===== src/rtl/sbox_new_area_pipe.sv =====
// Two-stage streaming AES S-box / inverse S-box over GF((2^4)^2).
// Stage 1 registers the out_mult operands; stage 2 multiplies and maps back.

module out_mult (
    input  logic [3:0] a,
    input  logic [3:0] b,
    input  logic [3:0] e,
    input  logic [1:0] ap,
    input  logic [1:0] bp,
    output logic [3:0] z,
    output logic [3:0] w
);

    function automatic logic [2:0] clmul2(input logic [1:0] x, input logic [1:0] y);
        return {x[1] & y[1], (x[1] & y[0]) ^ (x[0] & y[1]), x[0] & y[0]};
    endfunction

    // Karatsuba over 2-bit halves, then reduce mod x^4 + x + 1
    function automatic logic [3:0] kmul(input logic [3:0] x, input logic [1:0] xp,
                                        input logic [3:0] y, input logic [1:0] yp);
        logic [2:0] hi;
        logic [2:0] lo;
        logic [2:0] mid;
        logic [6:0] p;
        hi  = clmul2(x[3:2], y[3:2]);
        lo  = clmul2(x[1:0], y[1:0]);
        mid = clmul2(xp, yp) ^ hi ^ lo;
        p   = {hi, 4'h0} ^ {2'b00, mid, 2'b00} ^ {4'h0, lo};
        return p[3:0] ^ (p[4] ? 4'h3 : 4'h0) ^ (p[5] ? 4'h6 : 4'h0) ^ (p[6] ? 4'hC : 4'h0);
    endfunction

    logic [1:0] ep;

    always_comb begin
        ep = e[3:2] ^ e[1:0];
        z  = kmul(a, ap, e, ep);
        w  = kmul(a ^ b, ap ^ bp, e, ep);
    end

endmodule

module sbox_new_area_pipe #(
    parameter int TAG_W = 4
) (
    input  logic             clk,
    input  logic             reset_n,
    input  logic             in_valid,
    output logic             in_ready,
    input  logic [7:0]       in_data,
    input  logic             in_inv,
    input  logic [TAG_W-1:0] in_tag,
    output logic             out_valid,
    input  logic             out_ready,
    output logic [7:0]       out_data,
    output logic [TAG_W-1:0] out_tag,
    output logic [1:0]       count
);

    localparam logic [3:0] LAMBDA = 4'hC;

    function automatic logic [3:0] gf16_mul(input logic [3:0] a, input logic [3:0] b);
        logic [3:0] r;
        logic [3:0] t;
        r = 4'h0;
        t = a;
        for (int i = 0; i < 4; i++) begin
            if (b[i]) r = r ^ t;
            t = {t[2:0], 1'b0} ^ (t[3] ? 4'h3 : 4'h0);
        end
        return r;
    endfunction

    function automatic logic [3:0] gf16_inv(input logic [3:0] x);
        logic [3:0] x2;
        logic [3:0] x4;
        logic [3:0] x8;
        x2 = gf16_mul(x, x);
        x4 = gf16_mul(x2, x2);
        x8 = gf16_mul(x4, x4);
        return gf16_mul(gf16_mul(x8, x4), x2);
    endfunction

    // Composite element {h,l} = h*y + l with y^2 = y + LAMBDA
    function automatic logic [7:0] cmul(input logic [7:0] a, input logic [7:0] b);
        logic [3:0] hh;
        hh = gf16_mul(a[7:4], b[7:4]);
        return {hh ^ gf16_mul(a[7:4], b[3:0]) ^ gf16_mul(a[3:0], b[7:4]),
                gf16_mul(hh, LAMBDA) ^ gf16_mul(a[3:0], b[3:0])};
    endfunction

    function automatic logic [7:0] lin(input logic [63:0] m, input logic [7:0] v);
        logic [7:0] r;
        r = 8'h00;
        for (int i = 0; i < 8; i++) begin
            if (v[i]) r = r ^ m[8*i +: 8];
        end
        return r;
    endfunction

    // Basis columns are powers of a root of the AES polynomial
    function automatic logic [63:0] calc_map();
        logic [7:0]  c;
        logic [7:0]  c2;
        logic [7:0]  c4;
        logic [7:0]  beta;
        logic [7:0]  pw;
        logic [63:0] m;
        beta = 8'h00;
        for (int k = 2; k < 256; k++) begin
            c  = 8'(k);
            c2 = cmul(c, c);
            c4 = cmul(c2, c2);
            if ((cmul(c4, c4) ^ c4 ^ cmul(c2, c) ^ c ^ 8'h01) == 8'h00) beta = c;
        end
        m  = '0;
        pw = 8'h01;
        for (int i = 0; i < 8; i++) begin
            m[8*i +: 8] = pw;
            pw = cmul(pw, beta);
        end
        return m;
    endfunction

    function automatic logic [63:0] calc_imap(input logic [63:0] m);
        logic [63:0] r;
        logic [7:0]  tgt;
        r = '0;
        for (int j = 0; j < 8; j++) begin
            tgt = 8'h01 << j;
            for (int x = 0; x < 256; x++) begin
                if (lin(m, 8'(x)) == tgt) r[8*j +: 8] = 8'(x);
            end
        end
        return r;
    endfunction

    localparam logic [63:0] MAP  = calc_map();
    localparam logic [63:0] IMAP = calc_imap(MAP);

    logic             s1_valid;
    logic [3:0]       s1_a;
    logic [3:0]       s1_b;
    logic [3:0]       s1_e;
    logic [1:0]       s1_ap;
    logic [1:0]       s1_bp;
    logic             s1_inv;
    logic [TAG_W-1:0] s1_tag;

    logic       s2_accept;
    logic       s1_advance;
    logic       in_fire;
    logic [7:0] x_std;
    logic [7:0] x_cmp;
    logic [3:0] a_n;
    logic [3:0] b_n;
    logic [3:0] d_n;
    logic [3:0] e_n;
    logic [3:0] z;
    logic [3:0] w;
    logic [7:0] v_std;
    logic [7:0] res;

    always_comb begin
        s2_accept  = !out_valid || out_ready;
        s1_advance = s1_valid && s2_accept;
        in_ready   = !s1_valid || s2_accept;
        in_fire    = in_valid && in_ready;
        count      = {1'b0, s1_valid} + {1'b0, out_valid};
    end

    // Inverse direction: undo the affine step (constant folded in) first
    always_comb begin
        x_std = in_data;
        if (in_inv) begin
            x_std = in_data ^ 8'h63;
            x_std = {x_std[6:0], x_std[7]} ^ {x_std[4:0], x_std[7:5]}
                  ^ {x_std[1:0], x_std[7:2]};
        end
        x_cmp = lin(MAP, x_std);
        a_n   = x_cmp[7:4];
        b_n   = x_cmp[3:0];
        d_n   = gf16_mul(LAMBDA, gf16_mul(a_n, a_n))
              ^ gf16_mul(a_n, b_n) ^ gf16_mul(b_n, b_n);
        e_n   = gf16_inv(d_n);
    end

    out_mult u_out_mult (
        .a  (s1_a),
        .b  (s1_b),
        .e  (s1_e),
        .ap (s1_ap),
        .bp (s1_bp),
        .z  (z),
        .w  (w)
    );

    always_comb begin
        v_std = lin(IMAP, {z, w});
        res   = v_std;
        if (!s1_inv) begin
            res = v_std ^ {v_std[6:0], v_std[7]} ^ {v_std[5:0], v_std[7:6]}
                ^ {v_std[4:0], v_std[7:5]} ^ {v_std[3:0], v_std[7:4]} ^ 8'h63;
        end
    end

    always_ff @(posedge clk) begin
        if (!reset_n) begin
            s1_valid  <= 1'b0;
            s1_a      <= '0;
            s1_b      <= '0;
            s1_e      <= '0;
            s1_ap     <= '0;
            s1_bp     <= '0;
            s1_inv    <= 1'b0;
            s1_tag    <= '0;
            out_valid <= 1'b0;
            out_data  <= 8'h00;
            out_tag   <= '0;
        end else begin
            if (in_fire) begin
                s1_valid <= 1'b1;
                s1_a     <= a_n;
                s1_b     <= b_n;
                s1_e     <= e_n;
                s1_ap    <= a_n[3:2] ^ a_n[1:0];
                s1_bp    <= b_n[3:2] ^ b_n[1:0];
                s1_inv   <= in_inv;
                s1_tag   <= in_tag;
            end else if (s1_advance) begin
                s1_valid <= 1'b0;
            end
            if (s1_advance) begin
                out_valid <= 1'b1;
                out_data  <= res;
                out_tag   <= s1_tag;
            end else if (out_valid && out_ready) begin
                out_valid <= 1'b0;
            end
        end
    end

endmodule


===== config.mk =====
export PLATFORM = sky130hd
export DESIGN_NAME = sbox_new_area_pipe
export DESIGN_NICKNAME = d
export VERILOG_FILES = /design/src/rtl/sbox_new_area_pipe.sv
export SDC_FILE = /design/constraint.sdc
export NUM_CORES = 1
export LEC_CHECK = 0
export ABC_AREA = 1
export CAP_MARGIN = 20
export CORE_ASPECT_RATIO = 1.75
export CORE_MARGIN = 2
export CORE_UTILIZATION = 50
export CTS_CLUSTER_SIZE = 12
export DETAILED_ROUTE_END_ITERATION = 16
export GPL_ROUTABILITY_DRIVEN = 0
export GPL_TIMING_DRIVEN = 0
export PLACE_DENSITY = 0.76
export SLEW_MARGIN = 20
export SYNTH_ARGS = -nofsm -noshare
export SYNTH_HDL_FRONTEND = slang
export SYNTH_SLANG_ARGS = --single-unit

===== constraint.sdc =====
create_clock -name clk -period 15 [get_ports clk]
set_input_delay 3 -clock clk [delete_from_list [all_inputs] [get_ports clk]]
set_output_delay 3 -clock clk [all_outputs]
set_load 0.02 [all_outputs]

# Word-level counts from Yosys, hierarchy flattened
# Index checks and enable logic that the tools add are counted.
[word_totals] elab_cells=227 out_inout_bits=16 reg_bits=35 input_bits=17
[op_classes] bitwise=121 mux=85 n_reduce_logical=9 addsub=1
[ops] op="$mux W4" n=37
[ops] op="$xor A4 B4 Y4" n=33
[ops] op="$xor A4 B2 Y4" n=21
[ops] op="$mux W8" n=6
[ops] op="$xor A8 B8 Y8" n=6
[ops] op="$mux W2" n=23
[ops] op="$mux W7" n=6
[ops] op="$and A1 B1 Y1" n=24
[ops] op="$not A4 Y4" n=5
[ops] op="$mux W6" n=3
[ops] op="$xor A7 B3 Y7" n=2
[ops] op="$xor A7 B5 Y7" n=2
[ops] op="$mux W3" n=4
[ops] op="$not A3 Y3" n=4
[ops] op="$not A6 Y6" n=2
[ops] op="$xor A3 B3 Y3" n=4
[ops] op="$not A2 Y2" n=5
[ops] op="$not A5 Y5" n=2
[ops] op="$xor A2 B2 Y2" n=4
[ops] op="$mux W1" n=6
[ops] op="$xor A1 B1 Y1" n=6
[ops] op="$reduce_bool A2 Y1" n=2
[ops] op="$logic_and A1 B1 Y1" n=3
[ops] op="$not A3 Y3 const A" n=1
[ops] op="3 further kinds" n=5

# Logic depth before layout (Yosys ltp)
[depth] word_depth=76 ltp_mapped=52 ltp_nobuf=50

# Hierarchy
# From an unflattened synthesis, not the netlist that was laid out.
[unflattened] hier_cells=798 hier_area_um2=4408.0
[by_module_without_submodules] module="sbox_new_area_pipe" instances=1 seq_area_each_um2=700.7 cells_per_inst=616 area_each_um2=3593.4
[by_module_without_submodules] module="out_mult" instances=1 seq_area_each_um2=0.0 cells_per_inst=182 area_each_um2=814.5

# Worst setup path before layout
# OpenSTA, ideal clock, no wires.
[synth_timing] path_kind="in2reg" from="in in_inv" to="reg s1_e[1]" t_required_ns=14.891 cell_stages=49 slack_ns=7.385 t_arrival_ns=7.506 path_buffers=4 cell_sequence="buf_4 > inv_1 > buf_4 > nand2_1 > nand2_2 > nand2_1 > nand2_1 > nand2_1 > nand3_2 > nand2_2 > ha_1 > xnor2_1 > nand2_1 > o21ai_2 > inv_2 > o21ai_0 > nand2_1 > inv_1 > (+13 left out) > inv_1 > nand2_1 > nand2_1 > nand3_1 > nand2_2 > nand2_2 > nand2_2 > nand2_2 > nand2_4 > nand2_2 > nand2_2 > nand3_1 > nand2_1 > inv_2 > nand2_1 > nand3_1 > nand2_1 > inv_1"
[synth_via] word_cells_on_any_way=123 cone_classes="mux: 66; bitwise: 57"
[synth_rtl] item="start, declared" line_no="50" source="input logic in_inv,"
[synth_rtl] item="$mux W8 (*)" line_no="174" source="if (in_inv) begin"
[synth_rtl] item="$mux W1" line_no="95" source="if (v[i]) r = r ^ m[8*i +: 8];"
[synth_rtl] item="$not A6 Y6 (no source line)"
[synth_rtl] item="$mux W7" line_no="95"
[synth_rtl] item="$not A2 Y2 (no source line)"
[synth_rtl] item="$mux W6 (2 in series)" line_no="95"
[synth_rtl] item="$mux W7" line_no="95"
[synth_rtl] item="$not A5 Y5 (no source line)"
[synth_rtl] item="(+4 left out)"
[synth_rtl] item="net x_cmp[0]" line_no="153" source="logic [7:0] x_cmp;"
[synth_rtl] item="(+38 left out)"
[synth_rtl] item="$mux W4 or $mux W2 (tied branches)" line_no="67, 68"
[synth_rtl] item="$mux W4 or $xor A4 B2 Y4 (tied branches)" line_no="67, 68"
[synth_rtl] item="$xor A4 B4 Y4 or $mux W2 (tied branches)" line_no="67, 68"
[synth_rtl] item="$mux W4 or $xor A4 B2 Y4 (tied branches)" line_no="67, 68"
[synth_rtl] item="$xor A4 B4 Y4" line_no="67" source="if (b[i]) r = r ^ t;"
[synth_rtl] item="$mux W4" line_no="67"
[synth_rtl] item="$xor A4 B4 Y4" line_no="67"
[synth_rtl] item="$mux W4 (*)" line_no="67"
[synth_rtl] item="end signal, assigned" line_no="224" source="s1_e <= e_n;"
[synth_rtl] item="end, declared" line_no="143" source="logic [3:0] s1_e;"
# The timed path passes the listed nets; every way through them passes the cells marked *.
# A chain may end at the register's enable or synchronous reset.

# Worst setup path after layout
[layout_timing] from="in in_data[4]" to="reg s1_e[1]"
[layout_via] word_cells_on_any_way=120 cone_classes="mux: 64; bitwise: 56"
[layout_rtl] item="start, declared" line_no="49" source="input logic [7:0] in_data,"
[layout_rtl] item="$xor A8 B8 Y8 (*)" line_no="177" source="^ {x_std[1:0], x_std[7:2]};"
[layout_rtl] item="$mux W8 (*)" line_no="174"
[layout_rtl] item="$mux W6 (2 in series)" line_no="95"
[layout_rtl] item="$mux W7" line_no="95"
[layout_rtl] item="$not A5 Y5 (no source line)"
[layout_rtl] item="$mux W8" line_no="95"
[layout_rtl] item="$mux W7" line_no="95"
[layout_rtl] item="$not A6 Y6 (no source line)"
[layout_rtl] item="(+1 left out)"
[layout_rtl] item="net x_cmp[0]" line_no="153"
[layout_rtl] item="(+38 left out)"
[layout_rtl] item="$mux W4 or $mux W2 (tied branches)" line_no="67, 68"
[layout_rtl] item="$mux W4 or $xor A4 B2 Y4 (tied branches)" line_no="67, 68"
[layout_rtl] item="$xor A4 B4 Y4 or $mux W2 (tied branches)" line_no="67, 68"
[layout_rtl] item="$mux W4 or $xor A4 B2 Y4 (tied branches)" line_no="67, 68"
[layout_rtl] item="$xor A4 B4 Y4" line_no="67"
[layout_rtl] item="$mux W4" line_no="67"
[layout_rtl] item="$xor A4 B4 Y4" line_no="67"
[layout_rtl] item="$mux W4 (*)" line_no="67"
# Marks and branches as above.

==> metrics.txt <==
status=complete, no violations; slew margin rel.=50.1%; buffers added on ports=30; Layout area overhead=14.4%; Cells after Synth=672; clk slew on worst S/H paths=0.05 ns; fmax=117 MHz; total number of vias=4272; crit path launch type=input port; antenna violations before repair=0; Synth Cell Area=4010 sq um; Avg Inst Size Synth=5.96 sq um; largest net degree at the start of global routing=12; DIE WIDTH=71.7 microns; share of layout cells above drive strength 1=11.1%; Worst Hold Endpoint=out_data[4]; first-pass GRT wire length=17500 microns; Congestion Overflow GR=0; sequential area share after synthesis=17.5%; die area=8770 sq um; EDFF count, synth=0; post_cts resized=0; register area=701 sq um; routed len/inst=12.8 microns; Mapped Nets=694; Setup CP Type=input port to flop; root buf cell=clkbuf_16; Clock Latency Late Sink=0.28 ns; vias per cell=5.35; area occupied by multi-input gates=2930 sq um; setup TNS=0 ns; vias in the first global route=4069; hold wc startpoint=out_data[4]; Crit path largest cell delay=0.54 ns; ys async rst share=0%; 1st-iter DRT viols=197; I/O Pins=33; post-CTS setup buffers=0; fin. max-slew vios=0; H-tree depth=2; core area=7860 sq um; hold buffer count at cts=0; die height=122 microns; number of max-cap violations=0; hpwl dp=8380 microns; Fin Clk Skew=0.00433 ns; final setup violation count=0; final hold vios=0; final period utilization=56.9%; worst-case reg-to-reg path depth=16; CP endpoint kind=flop; most frequent CP cell=nand2_1; Worst Path Required=15.18 ns; register-to-register path setup slack=11.52 ns; NumNets Final=731; Critical R2R Launch=s1_e[2]; Routed WL=10300 microns; most common cell after layout, fill and taps aside=nand2_1; Worst Tran Pin Value=0.744 ns; CP max FO=11; commonest non-fill, non-tap cells in the layout=nand2_1, nand3_1, inv_1; DR pass1 iterations=5; Hold Crit Depth=2; min-delay worst type=flop to flop; CTS tree=built; Tmin final=8.54 ns; CTS Sinks=35; crit path DAT=8.72 ns; slowest cell on the critical path=clkdlybuf4s50_1; antenna viol nets, final=0; Critical R2R Capture=out_data[1]; gr usage total=24.9%; Yosys cell types=36; yosys warns=0; RSZ-0062 raised after global routing=false; # fillers=768; Starting Density=51.0%; clock buffer depth=2; number of synthesized register bits=35; ant diodes=0; # DRC=0; Num CTS Buffers=5; Rows=43; ys flop type=dfxtp_1
==> layout make-up <==
| class | count | share of cell area, % |
|---|---|---|
| flip-flops and latches | 35 | 15.3 |
| multi-input cells | 545 | 63.8 |
| clock inverters | 2 | 0.819 |
| clock buffers | 5 | 2.73 |
| well taps | 90 | 2.46 |
| inverters | 74 | 6.06 |
| repair buffers | 30 | 6.55 |
| plain buffers | 18 | 2.24 |
==> critical path: cells and delay by family <==
family	cells	cell delay, ns
xor+xnor	1	0.16
buf+inv	10	1.43
fa+ha+maj	3	0.94
simple gates	35	3.08
compound gates	1	0.08
==> stage by stage <==
| step | instance area, sq um | hold WS, ns | util (%) | setup WS, ns | instances |
|---|---|---|---|---|---|
| 6_report | 4580 | 0.468 | 58.3 | 6.46 | 799 |
| 5_1_grt | 4580 | 0.480 | 58.3 | 5.83 | 799 |
| 2_1_floorplan | 4010 | 0.450 | - | 7.38 | 672 |
| 3_3_place_gp | 4420 | 0.452 | 56.3 | 6.33 | 792 |
| 4_1_cts | 4580 | 0.466 | 58.3 | 6.47 | 799 |
| 3_5_place_dp | 4420 | 0.457 | 56.3 | 6.20 | 792 |
==> cells in the mapped netlist (8+ instances only) <==
cell	instances	share of area (%)
a21oi_1	24	3.0
clkbuf_1	9	0.84
dfxtp_1	35	17
inv_1	62	5.8
inv_2	11	1.0
nand2_1	232	22
nand2_2	30	4.7
nand3_1	68	8.5
nor2_1	43	4.0
o211ai_1	8	1.5
o21ai_0	18	2.2
xnor2_1	32	7.0
xor2_1	43	9.4
==> flip-flops by register name, summed over array words and instances (netlist names) <==
| register | cells |
|---|---|
| out_data | 8 |
| out_tag | 4 |
| out_valid | 1 |
| s1_a | 4 |
| s1_ap | 2 |
| s1_b | 4 |
| s1_bp | 2 |
| s1_e | 4 |
| s1_inv | 1 |
| s1_tag | 4 |
| s1_valid | 1 |
==> how the worst max path moves through the flow <==
stage / slack (ns) / to / start
global placement: 6.33 / s1_e[1] / in_data[0]
detailed placement: 6.20 / s1_e[1] / in_data[2]
CTS: 6.47 / s1_e[1] / in_data[0]
global route: 5.83 / s1_e[1] / in_data[2]
floorplan: 7.38 / s1_e[1] / in_inv
finish: 6.46 / s1_e[1] / in_data[4]
==> cell families (layout without fill, tap and decap cells) <==
group | after synthesis | after routing | share of synthesized area (%)
xor gates and xnor gates | 77 | 77 | 17.5
AOI/OAI and AO/OA | 61 | 61 | 8.65
and+or+nand+nor | 402 | 402 | 45.3
DFF | 35 | 35 | 17.5
buffers and inverters | 92 | 129 | 9.49
adders and majority gates | 5 | 5 | 1.56
==> per-layer routing <==
layer | track usage (%) | part of all wire (%) | vias to the layer above | routed length, microns
met5 | 0 | 0 | - | 0
met4 | 17.3 | 5.8 | 0 | 598
met3 | 2.05 | 2.6 | 45 | 266
met2 | 49.7 | 57 | 110 | 5840
met1 | 22.5 | 35 | 1924 | 3550
li1 | - | - | 2193 | -
Power is left out: the tool's default activity adds up to more than one toggle a clock period on the data nets, which glitch-free logic cannot reach.
